### config.mk
export PLATFORM = sky130hd
export DESIGN_NAME = ifetch_resp_flat
export DESIGN_NICKNAME = d
export VERILOG_FILES = /design/src/rtl/ifetch_resp_if.sv /design/src/rtl/ifetch_resp.sv /design/src/flat_wrapper.sv
export SDC_FILE = /design/constraint.sdc
export NUM_CORES = 1
export LEC_CHECK = 0
export ABC_CLOCK_PERIOD_IN_PS = 1700
export BUFFER_PORTS_ARGS = -buffer_cell sky130_fd_sc_hd__buf_2
export CORE_ASPECT_RATIO = 1.2
export CORE_MARGIN = 1.5
export CORE_UTILIZATION = 45
export CTS_CLUSTER_SIZE = 14
export DETAILED_ROUTE_END_ITERATION = 8
export PLACE_DENSITY_LB_ADDON = 0.08
export SLEW_MARGIN = 0
export SYNTH_ARGS = -nofsm -noshare
export SYNTH_HDL_FRONTEND = slang
export SYNTH_SLANG_ARGS = --single-unit
### constraint.sdc
create_clock -name clk -period 1.7 [get_ports clk]
set_input_delay 0.17 -clock clk [delete_from_list [all_inputs] [get_ports clk]]
set_output_delay 0.17 -clock clk [all_outputs]
set_load 0.005 [all_outputs]
### src/rtl/ifetch_resp_if.sv
// Fetch port between the control unit, the fetch responder and the byte-wide memory.
// The master side drives requests and memory responses; the slave side is the responder.
interface ifetch_resp_if #(
  parameter int AW     = 16,
  parameter int NBYTES = 4
);
  logic                  req_valid;
  logic [AW-1:0]         req_addr;
  logic                  flush;
  logic [8*NBYTES-1:0]   raw;
  logic                  raw_valid;
  logic                  busy;
  logic                  mem_req;
  logic [AW-1:0]         mem_addr;
  logic                  mem_ack;
  logic [7:0]            mem_data;

  modport master (
    output req_valid, req_addr, flush, mem_ack, mem_data,
    input  raw, raw_valid, busy, mem_req, mem_addr
  );

  modport slave (
    input  req_valid, req_addr, flush, mem_ack, mem_data,
    output raw, raw_valid, busy, mem_req, mem_addr
  );
endinterface

### src/rtl/ifetch_resp.sv
// Instruction-fetch responder: reads NBYTES consecutive bytes over a req/ack byte bus and
// returns them packed MSB-first, with a one-entry line buffer answering repeat fetches.
module ifetch_resp #(
  parameter int AW     = 16,
  parameter int NBYTES = 4
) (
  input logic          clk,
  input logic          rst,
  ifetch_resp_if.slave bus
);
  localparam int IW = (NBYTES > 1) ? $clog2(NBYTES) : 1;
  localparam int RW = 8 * NBYTES;
  localparam logic [IW-1:0] LAST_IDX = IW'(NBYTES - 1);

  typedef enum logic [0:0] {IDLE = 1'b0, FETCH = 1'b1} state_t;

  state_t        state_r, state_s;
  logic [RW-1:0] raw_r, raw_s;
  logic [RW-1:0] asm_r, asm_s, asm_ins_s;
  logic          raw_valid_r, raw_valid_s;
  logic          mem_req_r, mem_req_s;
  logic [AW-1:0] mem_addr_r, mem_addr_s;
  logic [AW-1:0] base_r, base_s;
  logic [AW-1:0] buf_addr_r, buf_addr_s;
  logic          buf_valid_r, buf_valid_s;
  logic [IW-1:0] idx_r, idx_s;
  logic          hit_s, ack_s;

  assign hit_s = buf_valid_r && (bus.req_addr == buf_addr_r);
  assign ack_s = bus.mem_ack && mem_req_r;

  // Insert the returned byte at position idx; byte 0 lands in the top of the word
  always_comb begin
    asm_ins_s = asm_r;
    for (int i = 0; i < NBYTES; i++) begin
      if (idx_r == IW'(i)) begin
        asm_ins_s[8*(NBYTES-1-i) +: 8] = bus.mem_data;
      end else begin
        asm_ins_s[8*(NBYTES-1-i) +: 8] = asm_r[8*(NBYTES-1-i) +: 8];
      end
    end
  end

  // Next-state and next-output logic; flush wins over request and ack
  always_comb begin
    state_s     = state_r;
    raw_s       = raw_r;
    raw_valid_s = 1'b0;
    mem_req_s   = mem_req_r;
    mem_addr_s  = mem_addr_r;
    base_s      = base_r;
    buf_addr_s  = buf_addr_r;
    buf_valid_s = buf_valid_r;
    idx_s       = idx_r;
    asm_s       = asm_r;
    case (state_r)
      IDLE: begin
        if (bus.flush) begin
          buf_valid_s = 1'b0;
        end else if (bus.req_valid) begin
          if (hit_s) begin
            raw_valid_s = 1'b1;
          end else begin
            state_s    = FETCH;
            base_s     = bus.req_addr;
            mem_req_s  = 1'b1;
            mem_addr_s = bus.req_addr;
            idx_s      = '0;
          end
        end else begin
          state_s = IDLE;
        end
      end
      FETCH: begin
        if (bus.flush) begin
          state_s     = IDLE;
          mem_req_s   = 1'b0;
          buf_valid_s = 1'b0;
          idx_s       = '0;
        end else if (ack_s) begin
          asm_s = asm_ins_s;
          if (idx_r == LAST_IDX) begin
            raw_s       = asm_ins_s;
            raw_valid_s = 1'b1;
            buf_addr_s  = base_r;
            buf_valid_s = 1'b1;
            mem_req_s   = 1'b0;
            idx_s       = '0;
            state_s     = IDLE;
          end else begin
            idx_s      = idx_r + IW'(1);
            mem_addr_s = mem_addr_r + AW'(1);
          end
        end else begin
          state_s = FETCH;
        end
      end
      default: begin
        state_s   = IDLE;
        mem_req_s = 1'b0;
      end
    endcase
  end

  // State and output registers
  always_ff @(posedge clk) begin
    if (rst) begin
      state_r     <= IDLE;
      raw_r       <= '0;
      raw_valid_r <= 1'b0;
      mem_req_r   <= 1'b0;
      mem_addr_r  <= '0;
      base_r      <= '0;
      buf_addr_r  <= '0;
      buf_valid_r <= 1'b0;
      idx_r       <= '0;
      asm_r       <= '0;
    end else begin
      state_r     <= state_s;
      raw_r       <= raw_s;
      raw_valid_r <= raw_valid_s;
      mem_req_r   <= mem_req_s;
      mem_addr_r  <= mem_addr_s;
      base_r      <= base_s;
      buf_addr_r  <= buf_addr_s;
      buf_valid_r <= buf_valid_s;
      idx_r       <= idx_s;
      asm_r       <= asm_s;
    end
  end

  assign bus.raw       = raw_r;
  assign bus.raw_valid = raw_valid_r;
  assign bus.busy      = (state_r == FETCH);
  assign bus.mem_req   = mem_req_r;
  assign bus.mem_addr  = mem_addr_r;
endmodule

### src/flat_wrapper.sv
// flat-port wrapper written by rule: the top's interface ports become plain ports
module ifetch_resp_flat 
#(
  parameter int AW     = 16,
  parameter int NBYTES = 4
)
  (clk, rst, bus_req_valid, bus_req_addr, bus_flush, bus_mem_ack, bus_mem_data, bus_raw, bus_raw_valid, bus_busy, bus_mem_req, bus_mem_addr);
  ifetch_resp_if #(.AW(AW), .NBYTES(NBYTES)) bus_i ();
  input logic clk;
  input logic rst;
  input wire logic [$bits(bus_i.req_valid)-1:0] bus_req_valid;
  input wire logic [$bits(bus_i.req_addr)-1:0] bus_req_addr;
  input wire logic [$bits(bus_i.flush)-1:0] bus_flush;
  input wire logic [$bits(bus_i.mem_ack)-1:0] bus_mem_ack;
  input wire logic [$bits(bus_i.mem_data)-1:0] bus_mem_data;
  output wire logic [$bits(bus_i.raw)-1:0] bus_raw;
  output wire logic [$bits(bus_i.raw_valid)-1:0] bus_raw_valid;
  output wire logic [$bits(bus_i.busy)-1:0] bus_busy;
  output wire logic [$bits(bus_i.mem_req)-1:0] bus_mem_req;
  output wire logic [$bits(bus_i.mem_addr)-1:0] bus_mem_addr;
  assign bus_i.req_valid = bus_req_valid;
  assign bus_i.req_addr = bus_req_addr;
  assign bus_i.flush = bus_flush;
  assign bus_i.mem_ack = bus_mem_ack;
  assign bus_i.mem_data = bus_mem_data;
  assign bus_raw = bus_i.raw;
  assign bus_raw_valid = bus_i.raw_valid;
  assign bus_busy = bus_i.busy;
  assign bus_mem_req = bus_i.mem_req;
  assign bus_mem_addr = bus_i.mem_addr;
  ifetch_resp #(.AW(AW), .NBYTES(NBYTES)) u_core (.clk(clk), .rst(rst), .bus(bus_i));
endmodule
## Word-level counts from Yosys, hierarchy flattened

Index checks and enable logic that the tools add are counted.

| word-level totals | value |
|---|---|
| flip-flop bits (word level) | 118 |
| word-level logic and storage cells | 82 |

| operators by class | value |
|---|---|
| $add $sub $neg | 2 |
| bitwise logic cells | 3 |
| reductions and logical operators | 10 |
| eq/ne operators | 13 |
| mux-type cells | 44 |

Operators by type and width:

| kind | number |
|---|---|
| 16-bit 2-to-1 mux | 6 |
| 8-bit 2-to-1 mux | 4 |
| 16-bit case mux with 2 select lines | 1 |
| 1-bit 2-to-1 mux | 22 |
| 16-bit by 1-bit adder with 16-bit output, second input constant | 1 |
| 16-bit equality test | 1 |
| 2-bit inequality test, second input constant | 7 |
| 2-bit 2-to-1 mux | 6 |
| 4-bit AND reduction | 3 |
| 1-bit case mux with 2 select lines | 4 |
| 3-bit inequality test, second input constant | 2 |
| 3-bit AND reduction | 2 |
| 6-bit AND reduction | 1 |
| 5-bit AND reduction | 1 |
| 2-bit equality test, second input constant | 2 |
| 2-bit case mux with 2 select lines | 1 |
| 1-bit inverter | 3 |
| 2-bit by 1-bit adder with 2-bit output, second input constant | 1 |
| 2-bit by 1-bit equality test with 1-bit output, second input constant | 1 |
| 1-bit logical AND | 2 |
| 2-bit zero test | 1 |

## Depth between registers and ports, before layout

Gate-level depths: netlist of the first run.

| depth | value |
|---|---|
| depth in word-level cells | 6 |
| depth in mapped cells | 9 |

## Least setup slack after synthesis of the first run

Ideal clock, no wire load.

| path | value |
|---|---|
| path type | register to register |
| start | register u_core.mem_addr_r[0] (netlist: u_core.bus.mem_addr[0]) |
| end | register u_core.mem_addr_r[10] (netlist: u_core.bus.mem_addr[10]) |
| required time | 1.642 ns |
| setup slack | -0.035 ns |
| arrival | 1.676 ns |
| path buffers | 0 |
| setup time | 0.058 ns |
| cell stages (with the launch flop) | 8 |
| clock period less this slack | 1.735 ns |
| cell sequence | dfxtp_1 -> ha_1 -> nand3_1 -> nor2_1 -> nand4_1 -> xor2_1 -> a2111oi_0 -> a31o_2 |

| between the ends | value |
|---|---|
| cells in the longest elaborated chain, start to end | 5 |

RTL lines:

| item | RTL line | RTL |
|---|---|---|
| start, declared | ifetch_resp.sv:22 | `logic [AW-1:0] mem_addr_r, mem_addr_s;` |
| start signal, assigned | ifetch_resp.sv:123 | `mem_addr_r <= mem_addr_s;` |
| 16-bit by 1-bit adder with 16-bit output | ifetch_resp.sv:92 | `mem_addr_s = mem_addr_r + AW'(1);` |
| 16-bit 2-to-1 mux | ifetch_resp.sv:82 | `if (idx_r == LAST_IDX) begin` |
| 16-bit 2-to-1 mux | ifetch_resp.sv:80 | `end else if (ack_s) begin` |
| 16-bit 2-to-1 mux | ifetch_resp.sv:75 | `if (bus.flush) begin` |
| 16-bit case mux with 2 select lines | ifetch_resp.sv:56 | `case (state_r)` |

No other way between the ends. The select of a mux whose other input is x is not followed.
A chain may end at the register's enable or synchronous reset.

## Worst setup path in the final report of the first run

| path | value |
|---|---|
| start | register u_core.buf_addr_r[0] |
| end | register u_core.mem_addr_r[9] (netlist: u_core.bus.mem_addr[9]) |

| between the ends | value |
|---|---|
| cells in the longest elaborated chain, start to end | 4 |

RTL lines:

| item | RTL line | RTL |
|---|---|---|
| start, declared | ifetch_resp.sv:24 | `logic [AW-1:0] buf_addr_r, buf_addr_s;` |
| start signal, assigned | ifetch_resp.sv:125 | `buf_addr_r <= buf_addr_s;` |
| 16-bit equality test | ifetch_resp.sv:29 | `assign hit_s = buf_valid_r && (bus.req_addr == buf_addr_r);` |
| 1-bit logical AND | ifetch_resp.sv:29 |  |
| 2-bit inequality test (no source line) | -- |  |
| 6-bit AND reduction (no source line) | -- |  |

No other way between the ends.

==> reports/qor.yml, run 1 <==
outcome:
  status: "finished, violations left"
  violations: "negative setup slack"
worst_setup_path:
  crit_path_start_kind: "register"
  critical_path_required_ns: 1.96
  crit_fanout: 7
  critPathCaptureType: "register"
  crit_arrival_ns: 2.05
  crit_path_start: "u_core.buf_addr_r[0]$_SDFFE_PP0P_"
  critPathKind: "reg2reg"
  rr_startpoint: "u_core.buf_addr_r[0]$_SDFFE_PP0P_"
floorplan:
  row_count: 41
  start_util_pct: 46.0
  dieHeight_um: 116
  dieArea_um2: 11300
  die_x_um: 97.2
  core_um2: 10400
  io_pins: 80
logic_synthesis:
  async_flop_share_pct: 0
  synthesis.nets: 598
  syn_avg_cell_area_um2: 8.49
  synth_edf_count: 0
  synth_seq_cells: 110
  seq_area_frac_synth_pct: 46.0
  synth_area_um2: 4790
  yosysUniqueCellTypes: 48
  ys_top_cells_by_count: "dfxtp_1 (110), nand2_1 (88), nor2_1 (64), a21oi_1 (61), mux2i_1 (34)"
  synth_area_leaders: "dfxtp_1 (46%), mux2i_1 (7.1%), nand2_1 (6.9%)"
  synth_top_area_share_pct: 46.0
  yosysTopAreaCell: "dfxtp_1"
  ys.flop_type: "dfxtp_1"
  yosysWarnings: 0
  yosysMostFrequentCell: "dfxtp_1"
  synthCells: 564
grt:
  antenna_found_initial: 0
  grt_pass1_vias: 4111
  grt_max_degree: 37
  grtUsageTotal_pct: 22.9
  grt_pass1_wl_um: 20400
  grt-ovfl-total: 0
timing:
  tns_ns: -0.785
  maxSlewHeadroom_pct: 69.2
  finalMaxSlewViolations: 0
  setup_viol: 15
  skew_ns: 0.00842
  hold_ws_ns: 0.107
  rsz0062_at_grt: "true"
  setup_ws_ns: -0.0903
  period_share_pct: 105
  hold_viol: 0
  tightest_slew_ns: 0.462
  fin_crit_ns: 1.79
  fmax_ghz: 0.559
place:
  dp.cells: 791
  pre_cts_slack_ns: -0.195
  hpwl_um: 9160
  gp_congestion: 0.826
  port_buffers: 79
  placed_area_um2: 5670
clocking:
  hold_buffers: 0
  cts.clk_slew.worst_paths_ns: 0.07
  clockBufferDepth: 2
  numClockSinks: 110
  root_buffer: "clkbuf_16"
  clk_latency_ns: 0.35
  cts_max_level: 3
  cts-buffers-inserted: 9
  tritoncts: "yes"
power_and_ir_drop:
  p_per_area_nw_per_um2: 862
  leakagePower_nw: 2.54
  p_switching_mw: 1.29
  pwr-share-comb_pct: 9.3
  switching_share_pct: 23.7
  vdd_ir_drop_max_mv: 0.537
  p_int_mw: 4.15
  total_power_mw: 5.44
  power_frac_clock_pct: 41.9
  seqPwrFrac_pct: 48.8
route:
  drt_iter0_drc: 182
  firstDrtPassIters: 5
  avgViaCountPerCell: 5.44
  drtAntennaViolNets: 0
  wirelength_um: 13200
  drc: 0
  routedWlPerCell_um: 16.1
  vias: 4456
cells_and_area:
  diodes: 0
  fin_cells: 819
  utilization_pct: 60.5
  area_growth_pct: 31.7
  drive_gt1_share_pct: 30.0
  design_area_um2: 6300
  final_nets: 719
worst_hold_path:
  min_path_type: "in2reg"
  min_from: "bus_req_valid"
run:
  cap_violations: 0
[state kept, by name, indices dropped and copies added (netlist names)]
signal and count:
u_core.buf_addr_r 16, u_core.buf_valid_r 1, u_core.idx_r 2, u_core.bus.raw 32, u_core.asm_r 24, u_core.bus.mem_req 1
u_core.bus.mem_addr 16, u_core.base_r 16, u_core.bus.raw_valid 1, u_core.bus.busy 1
[power groups by stage]
stage / sequential (mW) / clock (mW) / combinational [mW]
5_1_grt: 2.66 / 2.42 / 0.541
3_5_place_dp: 2.71 / 0 / 0.438
2_1_floorplan: 2.71 / 0 / 0.205
4_1_cts: 2.65 / 2.33 / 0.457
6_report: 2.65 / 2.28 / 0.506
3_3_place_gp: 2.71 / 0 / 0.431
[final timing paths]
| path | end | slack (ns) | depth (start not counted) |
|---|---|---|---|
| worst max-delay path | u_core.bus.mem_addr[9]$_SDFFE_PP0P_ | -0.09 | 8 |
| worst min-delay path | u_core.bus.raw_valid$_SDFF_PP0_ | 0.11 | 3 |
| worst max register to register | u_core.bus.mem_addr[9]$_SDFFE_PP0P_ | -0.09 | 8 |
| worst min register to register | u_core.asm_r[21]$_SDFFE_PP0P_ | 0.45 | 2 |
[final cells by class]
cell class | count | area (um^2)
Clock buffer | 9 | 225
Clock inverter | 7 | 97.6
Fill cell | 957 | 4110
Inverter | 8 | 33.8
Multi-Input combinational cell | 406 | 2510
Sequential cell | 110 | 2210
Tap cell | 129 | 161
Timing Repair Buffer | 150 | 1070
[timing repair]
| item | in CTS | in global routing |
|---|---|---|
| gates cloned | 1 | 2 |
| pin swaps | 6 | 9 |
| setup endpoints to repair | 36 | 65 |
| setup buffers | 3 | 6 |
| gates resized for setup | 7 | 35 |
[cells in the final DEF, fill, tap and decap left out, types with 2 or more instances in the layout]
master / Yosys / layout
buf_2: 12 / 78
inv_1: 7 / 7
nor2b_1: 10 / 10
nor3_2: 0 / 2
dfxtp_2: 0 / 8
clkinv_2: 0 / 2
clkbuf_16: 0 / 11
a21oi_4: 1 / 2
nand2_1: 88 / 86
nand4_1: 6 / 6
nor4_2: 0 / 3
buf_6: 2 / 2
nor2_2: 0 / 2
o32ai_1: 11 / 9
nand3_1: 23 / 22
bufinv_16: 0 / 2
a21oi_1: 61 / 59
xor2_2: 0 / 2
mux2i_1: 34 / 34
ha_1: 5 / 4
dfxtp_1: 110 / 102
nand2_2: 0 / 2
and3_4: 0 / 2
a31oi_1: 3 / 3
a21oi_2: 0 / 2
buf_4: 1 / 60
o21ai_0: 2 / 2
buf_12: 0 / 7
a211oi_1: 33 / 33
clkinvlp_4: 0 / 2
nor2_1: 64 / 62
nor3_1: 14 / 12
xor2_1: 16 / 14
o32ai_2: 0 / 2
[critical path, stage by stage, from the launching register on]
cell and delay [ns]:
dfxtp_2 0.33, xor2_1 0.16, nor4_2 0.32, nand4_1 0.16, o21ai_2 0.21, buf_12 0.15, buf_4 0.11, a21oi_1 0.04
o31ai_2 0.23
[cell families after synthesis]
group	Yosys count	share of synthesized area [%]
buf+inv	49	4.78
mux	34	7.11
flops	110	46.0
simple gates	226	21.0
xor+xnor	17	3.11
fa+ha+maj	5	1.31
compound gates	123	16.7
[routing by layer]
metal	vias up	global-route usage (%)	routed length, um
li1	2205	-	-
met1	2110	25.8	5420
met2	121	42.7	6940
met3	20	4.22	523
met4	0	9.28	328
met5	-	0	0
(Power assumes the default switching activity.)
==> run 2: changes to the inputs <==
Settings changed: CELL_PAD_IN_SITES_DETAIL_PLACEMENT set to 1, CELL_PAD_IN_SITES_GLOBAL_PLACEMENT set to 1, CORE_UTILIZATION 45 to 37.
==> reports/qor.yml, run 2 (synthesis results as in run 1) <==
route:
  routedWlPerCell_um: 17.5
  firstDrtPassIters: 4
  vias: 4488
  wirelength_um: 14900
  drtAntennaViolNets: 0
  avgViaCountPerCell: 5.26
  drt_iter0_drc: 188
  drc: 0
worst_setup_path:
  crit_fanout: 11
  rr_startpoint: "u_core.buf_addr_r[9]$_SDFFE_PP0P_"
  r2r_end: "u_core.bus.mem_addr[2]$_SDFFE_PP0P_"
  critPathCaptureType: "register"
  critPathKind: "reg2reg"
  crit_path_start_kind: "register"
  critical_path_required_ns: 1.94
  reg2reg_depth: 9
  reg2reg_slack_ns: -0.17
  crit_arrival_ns: 2.12
outcome:
  status: "finished, violations left"
  violations: "negative setup slack"
clocking:
  tritoncts: "yes"
  cts-buffers-inserted: 9
  numClockSinks: 110
  root_buffer: "clkbuf_16"
  clk_latency_ns: 0.36
  cts.clk_slew.worst_paths_ns: 0.08
  clockBufferDepth: 2
  cts_max_level: 3
floorplan:
  row_count: 45
  start_util_pct: 37.8
  die_x_um: 107
  core_um2: 12700
  dieArea_um2: 13600
  io_pins: 80
  dieHeight_um: 128
worst_hold_path:
  hold_end: "u_core.bus.raw_valid$_SDFF_PP0_"
  min_path_type: "in2reg"
  holdPathStages: 3
  min_from: "bus_req_valid"
cells_and_area:
  diodes: 0
  seq_area_um2: 2210
  final_nets: 719
  drive_gt1_share_pct: 28.8
  area_growth_pct: 31.7
  fin_cells: 854
  design_area_um2: 6310
  nFillCells: 1539
  final_common_cell: "dfxtp_1"
  multi_input_area_um2: 2490
  largest_register_ff_count: 32
  layout_common_cells: "dfxtp_1 (106), nand2_1 (87), buf_2 (78), nor2_1 (63), a21oi_1 (61)"
power_and_ir_drop:
  p_per_area_nw_per_um2: 833
  switching_share_pct: 25.3
  seqPwrFrac_pct: 50.5
  pwr-share-comb_pct: 9.5
  p_int_mw: 3.92
  p_switching_mw: 1.33
  vdd_ir_drop_max_mv: 0.424
  leakagePower_nw: 2.52
  power_frac_clock_pct: 40.1
timing:
  setup_ws_ns: -0.173
  hold_ws_ns: 0.140
  maxSlewHeadroom_pct: 69.7
  finalMaxSlewViolations: 0
  setup_viol: 20
  fmax_ghz: 0.534
  rsz0062_at_grt: "true"
  tns_ns: -1.51
  fin_crit_ns: 1.87
  skew_ns: 0.00689
  hold_viol: 0
  period_share_pct: 110
  tightest_slew_ns: 0.454
grt:
  grt_pass1_vias: 4556
  grt_max_degree: 58
  grtUsageTotal_pct: 22.2
  antenna_found_initial: 0
  grt-ovfl-total: 0
  grt_pass1_wl_um: 23400
place:
  dp.cells: 830
  hpwl_um: 10600
  placed_area_um2: 5750
  port_buffers: 79
  gp_congestion: 0.821
run:
  cap_violations: 0
-- run 2: routing by layer --
metal / vias to the layer above / wire length, um / GRT usage (%)
li1: 2207 / - / -
met1: 2185 / 6140 / 25.0
met2: 77 / 8110 / 42.0
met3: 19 / 406 / 3.88
met4: 0 / 296 / 6.98
met5: - / 0 / 0
-- run 2: what timing repair did --
item | 4_1_cts | 5_1_grt
gates cloned | 0 | 1
resized for setup | 12 | 29
pin swaps | 6 | 5
setup buffers | 6 | 1
hold buffers | 0 | 0
hold endpoints to repair | 0 | 0
endpoints found under the setup margin | 61 | 67
-- run 2: power groups by stage --
stage / combinational, mW / clock [mW] / sequential, mW
floorplan: 0.205 / 0 / 2.71
global placement: 0.437 / 0 / 2.71
finish: 0.497 / 2.11 / 2.65
CTS: 0.475 / 2.16 / 2.65
detailed placement: 0.450 / 0 / 2.71
global route: 0.536 / 2.28 / 2.66
-- run 2: area by class of cell --
cell class              instances  share of cell area, %
repair buffers                151                   17.1
multi-input cells             405                   39.5
flip-flops and latches        110                   35.0
inverters                       8                  0.476
clock buffers                  11                   4.01
clock inverters                 5                  0.655
well taps                     164                   3.25
-- run 2: through the flow --
| stage | setup slack, ns | utilization (%) | total power [mW] |
|---|---|---|---|
| final | -0.173 | 49.8 | 5.25 |
| after detailed placement | -0.368 | 45.4 | 3.16 |
| after floorplan | 0.0116 | - | 2.92 |
| after global routing | -0.249 | 49.8 | 5.48 |
| after CTS | -0.169 | 48.5 | 5.28 |
| after global placement | -0.254 | 45.4 | 3.15 |
-- run 2: worst max path at each step --
stage / start / to / depth (start not counted)
2_1_floorplan: u_core.bus.mem_addr[0]$_SDFFE_PP0P_ / u_core.bus.mem_addr[10]$_SDFFE_PP0P_ / 7
3_3_place_gp: u_core.buf_addr_r[0]$_SDFFE_PP0P_ / u_core.base_r[2]$_SDFFE_PP0P_ / 7
3_5_place_dp: u_core.buf_addr_r[5]$_SDFFE_PP0P_ / u_core.base_r[12]$_SDFFE_PP0P_ / 7
4_1_cts: u_core.buf_addr_r[2]$_SDFFE_PP0P_ / u_core.bus.mem_addr[11]$_SDFFE_PP0P_ / 9
5_1_grt: u_core.buf_addr_r[2]$_SDFFE_PP0P_ / u_core.bus.mem_addr[2]$_SDFFE_PP0P_ / 9
6_report: u_core.buf_addr_r[9]$_SDFFE_PP0P_ / u_core.bus.mem_addr[2]$_SDFFE_PP0P_ / 9
-- run 2: worst max-delay path, stage by stage, from the launching register on --
cell and delay, ns:
dfxtp_1 0.33, xor2_1 0.16, nor4_1 0.31, buf_4 0.17
nand3_1 0.08, o21ai_2 0.20, buf_12 0.16, buf_6 0.12
a21oi_1 0.05, o32ai_1 0.18
==> run 3: changes to the inputs <==
Settings changed: PLACE_DENSITY_LB_ADDON 0.08 to 0.1.
==> reports/qor.yml, run 3 (synthesis results as in run 1) <==
outcome:
  status: "finished, violations left"
  violations: "negative setup slack"
floorplan:
  dieHeight_um: 128
  dieArea_um2: 13600
  core_um2: 12700
  io_pins: 80
  start_util_pct: 37.8
  die_x_um: 107
  row_count: 45
route:
  firstDrtPassIters: 4
  routedWlPerCell_um: 17.7
  vias: 4450
  drt_iter0_drc: 134
  drtAntennaViolNets: 0
  wirelength_um: 15000
  drc: 0
  avgViaCountPerCell: 5.25
timing:
  tightest_slew_ns: 0.455
  skew_ns: 0.00642
  hold_viol: 0
  setup_viol: 31
  fin_crit_ns: 1.87
  fmax_ghz: 0.534
  finalMaxSlewViolations: 0
  setup_ws_ns: -0.173
  rsz0062_at_grt: "true"
  period_share_pct: 110
  tns_ns: -2.70
  maxSlewHeadroom_pct: 69.6
cells_and_area:
  diodes: 0
  largest_register_ff_count: 32
  multi_input_area_um2: 2520
  utilization_pct: 49.3
  area_growth_pct: 30.5
  final_nets: 714
  final_common_cell: "dfxtp_1"
  nFillCells: 1539
  drive_gt1_share_pct: 29.8
  layout_common_cells: "dfxtp_1 (98), nand2_1 (86), buf_2 (78), nor2_1 (62), a21oi_1 (59)"
  seq_area_um2: 2220
place:
  gp_congestion: 0.845
  pre_cts_slack_ns: -0.352
  hpwl_um: 10800
  port_buffers: 79
clocking:
  cts.clk_slew.worst_paths_ns: 0.08
  clockBufferDepth: 2
  root_buffer: "clkbuf_16"
  hold_buffers: 0
  tritoncts: "yes"
  cts_max_level: 3
  cts-buffers-inserted: 9
  clk_latency_ns: 0.35
  numClockSinks: 110
grt:
  grt_pass1_wl_um: 23700
  grt_max_degree: 89
  grt_pass1_vias: 4585
  antenna_found_initial: 0
  grtUsageTotal_pct: 22.5
  grt-ovfl-total: 0
worst_setup_path:
  critPathCaptureType: "register"
  crit_family: "compound AO/OA/AOI/OAI gates"
  path_buf_inv: 2
  crit_path_start_kind: "register"
  critPathKind: "reg2reg"
  crit_arrival_ns: 2.13
  critical_path_required_ns: 1.95
  cp_slowest_cell: "dfxtp_2"
  slowest_delay_ns: 0.33
  crit_path_cell_trace: "xor2_1 -> nor4_2 -> buf_4 -> nand4_1 -> o21ai_4 -> buf_6 -> a21oi_1 -> o32ai_1"
  crit_fanout: 17
power_and_ir_drop:
  p_per_area_nw_per_um2: 827
  leakagePower_nw: 2.48
  total_power_mw: 5.17
  vdd_ir_drop_max_mv: 0.626
worst_hold_path:
  min_path_type: "in2reg"
run:
  cap_violations: 0
-- run 3: worst reg2reg max path: stages (launching register included) --
cell     delay (ns)
dfxtp_2        0.33
xor2_1         0.16
nor4_2         0.29
buf_4          0.16
nand4_1        0.14
o21ai_4        0.28
buf_6          0.22
a21oi_1        0.07
o32ai_1        0.14
-- run 3: through the flow --
stage | instances | hold slack [ns] | area (um^2)
floorplan | 564 | 0.306 | 4790
global placement | 824 | 0.441 | 5670
detailed placement | 824 | 0.447 | 5670
CTS | 845 | 0.142 | 6080
global route | 848 | 0.153 | 6250
finish | 848 | 0.151 | 6250
-- run 3: cell type report --
type                       instances  share of cell area [%]
clock buffer                      10                    3.82
clock inverter                     5                   0.540
inverter                           8                   0.480
multi-input combinational        405                    40.3
sequential                       110                    35.5
tap                              164                    3.28
timing repair buffer             146                    16.1
-- run 3: where the power goes --
group	switching, mW	internal [mW]	total [mW]	leakage [nW]
logic	0.285	0.216	0.500	1.45
registers	0.0340	2.62	2.65	0.895
clock network	0.990	1.03	2.02	0.131
-- run 3: what timing repair did --
action                                 CTS  global route
gates resized for setup                 19            35
gates cloned                             0             1
setup endpoints to repair               76            84
endpoints found under the hold margin    0             0
setup buffers                            6             4
pin swaps                                5            17
-- run 3: path summary, 6_finish.rpt --
kind / slack (ns) / from / to / cells past startpoint
min reg2reg: 0.45 / u_core.base_r[13]$_SDFFE_PP0P_ / u_core.buf_addr_r[13]$_SDFFE_PP0P_ / 2
max: -0.17 / u_core.buf_addr_r[0]$_SDFFE_PP0P_ / u_core.bus.mem_addr[7]$_SDFFE_PP0P_ / 8
min: 0.15 / bus_req_valid / u_core.bus.raw_valid$_SDFF_PP0_ / 3
max reg2reg: -0.17 / u_core.buf_addr_r[0]$_SDFFE_PP0P_ / u_core.bus.mem_addr[7]$_SDFFE_PP0P_ / 8
-- run 3: routing by layer --
metal  part of all wire (%)  vias up  track usage (%)
met5                      0        -                0
met3                    2.7       24             3.37
li1                       -     2188                -
met2                     54       87             41.9
met4                    3.1        0             9.49
met1                     40     2151             25.2
